## src/rtl/irq_conditioner_if.sv

```systemverilog
// irq_conditioner_if
// Configuration bus for the interrupt conditioner.
// Signals:
//   i_cfg_we    - write strobe; the register selected by i_cfg_addr
//                 is written at the next rising edge
//   i_cfg_addr  - register address (0 MASK, 1 FLT, 2 status, 3 reserved)
//   i_cfg_data  - write data
//   o_cfg_rdata - registered read data for the address presented on
//                 the previous cycle
// Modports:
//   master - the side that issues register accesses
//   slave  - the conditioner

interface irq_conditioner_if;
    logic        i_cfg_we;
    logic [1:0]  i_cfg_addr;
    logic [31:0] i_cfg_data;
    logic [31:0] o_cfg_rdata;

    modport master (
        output i_cfg_we,
        output i_cfg_addr,
        output i_cfg_data,
        input  o_cfg_rdata
    );

    modport slave (
        input  i_cfg_we,
        input  i_cfg_addr,
        input  i_cfg_data,
        output o_cfg_rdata
    );
endinterface

```

## src/rtl/irq_conditioner.sv

```systemverilog
// irq_conditioner
// Conditions asynchronous external interrupt pins for the VIC.
// Each line is synchronized by two flops, then passed through a
// programmable glitch filter. The filtered level is masked and
// registered onto o_ext.
// Ports:
//   clk       - sole clock, rising edge
//   rst       - synchronous active-high reset
//   i_irq_raw - raw asynchronous interrupt pins, N_LINES wide
//   cfg       - configuration bus (slave modport of irq_conditioner_if)
//   o_ext     - conditioned lines, registered, drive VIC i_ext directly
// Register map (N_LINES must not exceed 32):
//   0 MASK   (rw, reset all ones)
//   1 FLT    (rw, reset FLT_RST) filter length in cycles
//   2 STATUS (ro) unmasked filtered levels
//   3 reads as zero, writes ignored

module irq_conditioner #(
    parameter int N_LINES = 31,
    parameter int FLT_W   = 4,
    parameter int FLT_RST = 2
) (
    input  logic               clk,
    input  logic               rst,
    input  logic [N_LINES-1:0] i_irq_raw,
    irq_conditioner_if.slave   cfg,
    output logic [N_LINES-1:0] o_ext
);

    logic [N_LINES-1:0] s1;
    logic [N_LINES-1:0] s2;
    logic [N_LINES-1:0] f;
    logic [FLT_W-1:0]   cnt [N_LINES];
    logic [N_LINES-1:0] mask;
    logic [FLT_W-1:0]   flt;

    logic [N_LINES-1:0] f_nxt;
    logic [FLT_W-1:0]   cnt_nxt [N_LINES];
    logic [N_LINES-1:0] mask_nxt;
    logic [FLT_W-1:0]   flt_nxt;
    logic [31:0]        rd_mux;

    // Upper write-data bits beyond the register widths carry no meaning.
    logic unused_cfg_data;
    assign unused_cfg_data = ^cfg.i_cfg_data;

    // Glitch filter next state for every line. The count is widened by
    // one bit before the compare so cnt+1 can never wrap; a line only
    // flips once it has disagreed with f for FLT consecutive cycles
    // (FLT of 0 or 1 flips on the first disagreeing cycle). Shrinking
    // FLT below a running count resolves on the next disagreeing cycle
    // because of the >= compare.
    always_comb begin
        f_nxt = f;
        for (int n = 0; n < N_LINES; n++) begin
            cnt_nxt[n] = '0;
            if (s2[n] != f[n]) begin
                if (({1'b0, cnt[n]} + 1'b1) >= {1'b0, flt}) begin
                    f_nxt[n] = s2[n];
                end else begin
                    cnt_nxt[n] = cnt[n] + 1'b1;
                end
            end
        end
    end

    // Configuration writes. The new MASK is used when forming o_ext at
    // the same edge it is written, so a mask change shows on o_ext one
    // edge after the write is presented. The new FLT is only used for
    // compares from the following edge onwards.
    always_comb begin
        mask_nxt = mask;
        flt_nxt  = flt;
        if (cfg.i_cfg_we) begin
            case (cfg.i_cfg_addr)
                2'd0:    mask_nxt = cfg.i_cfg_data[N_LINES-1:0];
                2'd1:    flt_nxt  = cfg.i_cfg_data[FLT_W-1:0];
                default: ;
            endcase
        end
    end

    // Read mux uses current register values, so a same-cycle write to
    // the address being read returns the old contents.
    always_comb begin
        rd_mux = '0;
        case (cfg.i_cfg_addr)
            2'd0:    rd_mux[N_LINES-1:0] = mask;
            2'd1:    rd_mux[FLT_W-1:0]   = flt;
            2'd2:    rd_mux[N_LINES-1:0] = f;
            default: rd_mux = '0;
        endcase
    end

    // All state. o_ext is loaded from the next filter and mask values so
    // it always equals f & MASK after every edge, adding no latency on
    // top of the filter and with no path from i_irq_raw.
    always_ff @(posedge clk) begin
        if (rst) begin
            s1              <= '0;
            s2              <= '0;
            f               <= '0;
            mask            <= '1;
            flt             <= FLT_W'(FLT_RST);
            o_ext           <= '0;
            cfg.o_cfg_rdata <= '0;
            for (int n = 0; n < N_LINES; n++) begin
                cnt[n] <= '0;
            end
        end else begin
            s1              <= i_irq_raw;
            s2              <= s1;
            f               <= f_nxt;
            mask            <= mask_nxt;
            flt             <= flt_nxt;
            o_ext           <= f_nxt & mask_nxt;
            cfg.o_cfg_rdata <= rd_mux;
            for (int n = 0; n < N_LINES; n++) begin
                cnt[n] <= cnt_nxt[n];
            end
        end
    end

endmodule

```

## src/flat_wrapper.sv

```systemverilog
// flat-port wrapper written by rule: the top's interface ports become plain ports
module irq_conditioner_flat 
#(
    parameter int N_LINES = 31,
    parameter int FLT_W   = 4,
    parameter int FLT_RST = 2
)
  (clk, rst, i_irq_raw, o_ext, cfg_i_cfg_we, cfg_i_cfg_addr, cfg_i_cfg_data, cfg_o_cfg_rdata);
  irq_conditioner_if cfg_i ();
  input  logic clk;
  input  logic rst;
  input  logic [N_LINES-1:0] i_irq_raw;
  output logic [N_LINES-1:0] o_ext;
  input wire logic [$bits(cfg_i.i_cfg_we)-1:0] cfg_i_cfg_we;
  input wire logic [$bits(cfg_i.i_cfg_addr)-1:0] cfg_i_cfg_addr;
  input wire logic [$bits(cfg_i.i_cfg_data)-1:0] cfg_i_cfg_data;
  output wire logic [$bits(cfg_i.o_cfg_rdata)-1:0] cfg_o_cfg_rdata;
  assign cfg_i.i_cfg_we = cfg_i_cfg_we;
  assign cfg_i.i_cfg_addr = cfg_i_cfg_addr;
  assign cfg_i.i_cfg_data = cfg_i_cfg_data;
  assign cfg_o_cfg_rdata = cfg_i.o_cfg_rdata;
  irq_conditioner #(.N_LINES(N_LINES), .FLT_W(FLT_W), .FLT_RST(FLT_RST)) u_core (.clk(clk), .rst(rst), .i_irq_raw(i_irq_raw), .cfg(cfg_i), .o_ext(o_ext));
endmodule
```

## config.mk

```make
export PLATFORM = sky130hd
export DESIGN_NAME = irq_conditioner_flat
export DESIGN_NICKNAME = d
export VERILOG_FILES = /design/src/rtl/irq_conditioner_if.sv /design/src/rtl/irq_conditioner.sv /design/src/flat_wrapper.sv
export SDC_FILE = /design/constraint.sdc
export NUM_CORES = 1
export LEC_CHECK = 0
export BUFFER_PORTS_ARGS = -buffer_cell sky130_fd_sc_hd__buf_2
export CORE_MARGIN = 8
export CORE_UTILIZATION = 60
export CTS_CLUSTER_DIAMETER = 120
export DETAILED_ROUTE_END_ITERATION = 16
export HOLD_SLACK_MARGIN = 0.05
export PLACE_DENSITY = 0.77
export SYNTH_ARGS = -nofsm -noshare
export SYNTH_HDL_FRONTEND = slang
export SYNTH_SLANG_ARGS = --single-unit
```

## constraint.sdc

```tcl
create_clock -name clk -period 4.5 [get_ports clk]
set_clock_uncertainty 0.05 [all_clocks]
set_input_delay 0.675 -clock clk [delete_from_list [all_inputs] [get_ports clk]]
set_output_delay 0.675 -clock clk [all_outputs]
set_load 0.05 [all_outputs]
```

# After elaboration in Yosys (flattened, before gate mapping)

Memories as Yosys holds them, arrays and structs flattened.
Index checks and enable logic that the tools add are counted.

Equal/unequal tests: 33
Add/subtract/negate cells: 62
Bitwise operators: 32
Reductions and logical operators: 2
Order comparisons: 31
Mux-type cells: 162

Operators with widths:

| operator                                             | number |
|---|---|
| two-way mux 4 bit                                    | 93 |
| adder 4 x 1 -> 5 bit (second input constant)         | 31 |
| greater-or-equal comparator 5 x 4 -> 1 bit           | 31 |
| adder 4 x 1 -> 4 bit (second input constant)         | 31 |
| two-way mux 1 bit                                    | 65 |
| two-way mux 31 bit                                   | 2 |
| one-hot mux 27 bit (2 select lines)                  | 1 |
| bitwise AND 31 bit                                   | 1 |
| != test 1 bit                                        | 31 |
| bitwise OR 1 bit                                     | 31 |
| one-hot mux 4 bit (3 select lines)                   | 1 |
| equality test 2 x 1 -> 1 bit (second input constant) | 1 |
| equality test 2 bit (second input constant)          | 1 |
| zero test 2 bit                                      | 1 |
| AND reduction 2 bit                                  | 1 |

Word-level logic and storage cells: 331
Bits in registers: 191
Memories: 1
Memory bits (writable): 124
Input bits: 68

Memory list:

| memory     | depth | width | read ports | clocked after Yosys merged registers in | write ports | RTL line              | RTL |
|---|---|---|---|---|---|---|---|
| u_core.cnt | 31    | 4     | 31         | 0                                       | 31          | irq_conditioner.sv:33 | `logic [FLT_W-1:0] cnt [N_LINES];` |

# Logic depth before layout (Yosys ltp)

An unclocked memory read counts as a cell.

Depth after elaboration: 6
Depth in mapped cells: 6
Mapped depth without buffers: 6

# Worst setup path after synthesis

No wires, ideal clock.

Path kind: register to register
Start point: register u_core.flt[0]
End point: register u_core.f[0]
Slack: 2.371 ns
Required time: 4.325 ns
Clock period less this slack: 2.129 ns
Buffers on the path: 0
Library setup time: 0.125 ns
Stages on the path, launching flop included: 6
Arrival time: 1.954 ns
Cells stage by stage: dfxtp_1 > ha_1 > nand2b_1 > a211oi_1 > o21ai_1 > mux2i_1

Word-level cells in the longest chain between the ends: 3

Ends and longest elaborated chain:

| element                                    | RTL line               | RTL |
|---|---|---|
| start, declared                            | irq_conditioner.sv:35  | `logic [FLT_W-1:0] flt;` |
| start signal, assigned                     | irq_conditioner.sv:104 | `flt <= FLT_W'(FLT_RST);` |
| start signal, assigned                     | irq_conditioner.sv:115 | `flt <= flt_nxt;` |
| greater-or-equal comparator 5 x 4 -> 1 bit | irq_conditioner.sv:58  | `if (({1'b0, cnt[n]} + 1'b1) >= {1'b0, flt}) begin` |
| two-way mux 1 bit                          | irq_conditioner.sv:58  |  |
| two-way mux 1 bit                          | irq_conditioner.sv:57  | `if (s2[n] != f[n]) begin` |
| end signal, assigned                       | irq_conditioner.sv:113 | `f <= f_nxt;` |
| end, declared                              | irq_conditioner.sv:32  | `logic [N_LINES-1:0] f;` |

Every way passes these cells.
A chain may end at the register's enable or synchronous reset.

# Worst setup path after layout

Start point: register u_core.flt[1]
End point: register u_core.f[21]

The elaborated chain is that of the path after synthesis.

==> impl_metrics.json <==
{
  "worst_slew_pin_slew_ps": 995,
  "critical_path.slowest_cell": "inv_1",
  "hold_depth": 2,
  "swShare_pct": 22.0,
  "power.density_nw_per_um2": 384,
  "p_total_w": 0.00634,
  "p_switching_w": 0.00140,
  "drive_above_1_share_pct": 12.5,
  "grt_max_degree": 89,
  "crit_path_max_fanout": 18,
  "synth-simple-area-share_pct": 18.5,
  "post-cts-setup-buffer-count": 0,
  "wirelength_mm": 27.7,
  "synth_edf_count": 0,
  "post_cts_resized": 0,
  "num_rows": 56,
  "drt_first_iter_violations": 450,
  "cp.arrival_ps": 2810,
  "hold_start": "i_irq_raw[0]",
  "startpoint": "u_core.flt[1]$_SDFFE_PP1P_",
  "tritoncts": "built",
  "ys_warn_count": 0,
  "seq_power_share_pct": 45.6,
  "syn_inst": 1395,
  "synth_compound_area_share_pct": 6.97,
  "ys_ff_latch": 314,
  "synth.avg_cell_area_um2": 10.2,
  "min_path_type": "primary input to register",
  "p_comb_share_pct": 6.8,
  "final_area_um2": 16500,
  "portBuffers": 128,
  "synth-xor-area-share_pct": 5.71,
  "cp-end-kind": "register",
  "final_nets": 1757,
  "core_area_um2": 23400,
  "clock_sinks": 314,
  "die_area_um2": 29000,
  "pwr-share-clk_pct": 47.6,
  "slew_viol_final": 0,
  "synth_mux_area_share_pct": 9.18,
  "synth_adder_area_share_pct": 13.6,
  "wire_per_inst_um": 14.8,
  "antenna_cells": 0,
  "async_reset_ff_share_pct": 0,
  "dp.cells": 1817,
  "hold_violations": 0,
  "syn_area_um2": 14300,
  "ys_seq_area_share_pct": 44.1,
  "start_kind": "register",
  "vias_per_cell": 5.29,
  "track_usage_pct": 19.3,
  "slew_headroom_pct": 33.7,
  "clkLatencyLatePin_ps": 510,
  "first_pass_iters": 4,
  "post_dp_cell_area_um2": 15200,
  "dp_hpwl_mm": 18.8,
  "post-route-min-period_ps": 2480,
  "drc": 0,
  "rr_worst_depth": 6,
  "grt-ovfl-total": 0,
  "ios": 131,
  "maxCapViolations": 0,
  "power.internal_w": 0.00494,
  "status": "finished clean",
  "grt_setup_unrepaired": "no",
  "area_growth_pct": 15.5,
  "stdcell_count": 1879,
  "max_stage_delay_ps": 570,
  "leakage_nw": 7.06,
  "critical_path_class": "register to register",
  "path_clk_slew_ps": 60,
  "yosys_most_used_dff": "dfxtp_1",
  "dieWidth_um": 170,
  "vias": 9946,
  "cts_buffer_depth": 3,
  "cp.required_ps": 4830,
  "rr_startpoint": "u_core.flt[1]$_SDFFE_PP1P_",
  "finalCritPeriodShare_pct": 55.2,
  "regToRegSetupSlack_ps": 2020,
  "grt_pass1_wl_mm": 46.8,
  "start_util_pct": 61.0,
  "cp_cell_sequence": "inv_1 -> buf_4 -> ha_1 -> a211oi_1 -> o21ai_1 -> mux2i_1",
  "cts-hold-fix-buffers": 0,
  "h-tree-depth": 2,
  "antenna_found_initial": 0,
  "tns_ps": 0,
  "synthDominantAreaCellType": "dfxtp_1",
  "synth_area_leaders": "dfxtp_1, ha_1, nand2b_1, mux2i_1, nor2b_1",
  "fmax_ghz": 0.403,
  "synth_top_area_share_pct": 44.1,
  "ant_nets": 0,
  "grt_pass1_vias": 10200,
  "numCtsBuffers": 34,
  "die_h_um": 170,
  "synth_top_family_by_area": "simple AND/OR/NAND/NOR gates",
  "gp_congestion": 0.783,
  "clock_tree.root_cell": "clkbuf_16",
  "synth_cell_types": 28,
  "peakVddDrop_mv": 0.342,
  "setup_viol": 0,
  "reg2reg_to": "u_core.f[21]$_SDFF_PP0_",
  "hold_path_end": "u_core.s1[0]$_SDFF_PP0_",
  "syn_nets": 1618
}
## final cells by class
class	instances	area, µm²
clock buffer	51	1060
tap	319	399
clock inverter	11	184
fill	1839	6920
inverter	34	128
multi-input combinational	1014	7700
timing repair buffer	136	728
sequential	314	6290
## critical path, delay by kind of cell, from the launching register on
family                   cells  cell delay (ps)
AO/OA/AOI/OAI                2              530
adder cells (fa/ha/maj)      1              290
multiplexers                 1              150
buffers and inverters        2             1010
flip-flops                   1              310
## synth_stat cells (3+ instances only)
cell        n
nand2b_1  156
ha_1      155
or2_1      32
nor2b_1   125
xnor2_1    62
nor2_1    131
buf_2       6
mux2_1     30
inv_1      34
clkbuf_1   18
a21oi_1     4
a211oi_1   31
o211ai_1   31
a31oi_1    31
mux2i_1    96
nand3_1    31
xor2_1     31
buf_1       5
o21ai_0    31
o21ai_1    32
buf_6       3
dfxtp_1   314
## placed cells by master, fill, tap and decap left out, drive strengths merged
master,n
a31oi,31
o211ai,31
a211oi,31
nor2b,125
a21oi,4
nand3,31
mux2,31
bufinv,5
buf,136
dfxtp,314
nand3b,1
xnor2,62
o21ai,63
xor2,31
clkinv,6
inv,34
nor3b,1
nand2,1
clkbuf,51
nor2,131
ha,155
mux2i,96
conb,1
or2,32
nand2b,156
## metrics by stage
stage          hold slack, ps  utilization [%]  setup slack [ps]
6_report                  329             70.4              2020
5_1_grt                   323             70.4              1890
4_1_cts                   311             70.4              2050
3_5_place_dp              370             65.1              1820
3_3_place_gp              368             65.1              1840
2_1_floorplan             364                -              2370
## registers in the layout (all words and copies together), names as in the netlist
name / flops
u_core.cfg.o_cfg_rdata: 31
u_core.s2: 31
u_core.s1: 31
u_core.flt: 4
u_core.f: 31
u_core.cnt: 124
u_core.mask: 31
u_core.o_ext: 31
## kinds of logic (layout without fill, tap and decap cells)
group	after synthesis	in the layout
other cells	1	1
simple gates	478	478
compound gates	160	160
buf+inv	67	232
flops	314	314
fa+ha+maj	155	155
xor+xnor	93	93
mux	127	127
## power groups by stage
| stage | sequential [W] | clock (W) | combinational, W |
|---|---|---|---|
| floorplan | 0.00300 | 0 | 0.000263 |
| global placement | 0.00295 | 0 | 0.000422 |
| detailed placement | 0.00295 | 0 | 0.000432 |
| CTS | 0.00289 | 0.00307 | 0.000436 |
| global route | 0.00290 | 0.00319 | 0.000477 |
| finish | 0.00289 | 0.00302 | 0.000431 |
## routing by layer
metal	track usage (%)	routed length, µm
met4	4.81	425
met5	0	0
met1	23.9	12900
met3	3.92	1170
met2	33.7	13200
## worst max-delay path by stage
stage                             endpoint  slack (ps)  depth (start not counted)
6_report           u_core.f[21]$_SDFF_PP0_        2020                          6
3_3_place_gp    u_core.mask[15]$_SDFF_PP1_        1840                          5
2_1_floorplan       u_core.f[0]$_SDFF_PP0_        2370                          5
5_1_grt        u_core.o_ext[25]$_SDFF_PP0_        1890                          6
4_1_cts        u_core.o_ext[25]$_SDFF_PP0_        2050                          6
3_5_place_dp    u_core.mask[15]$_SDFF_PP1_        1820                          5
(Power assumes the default switching activity.)
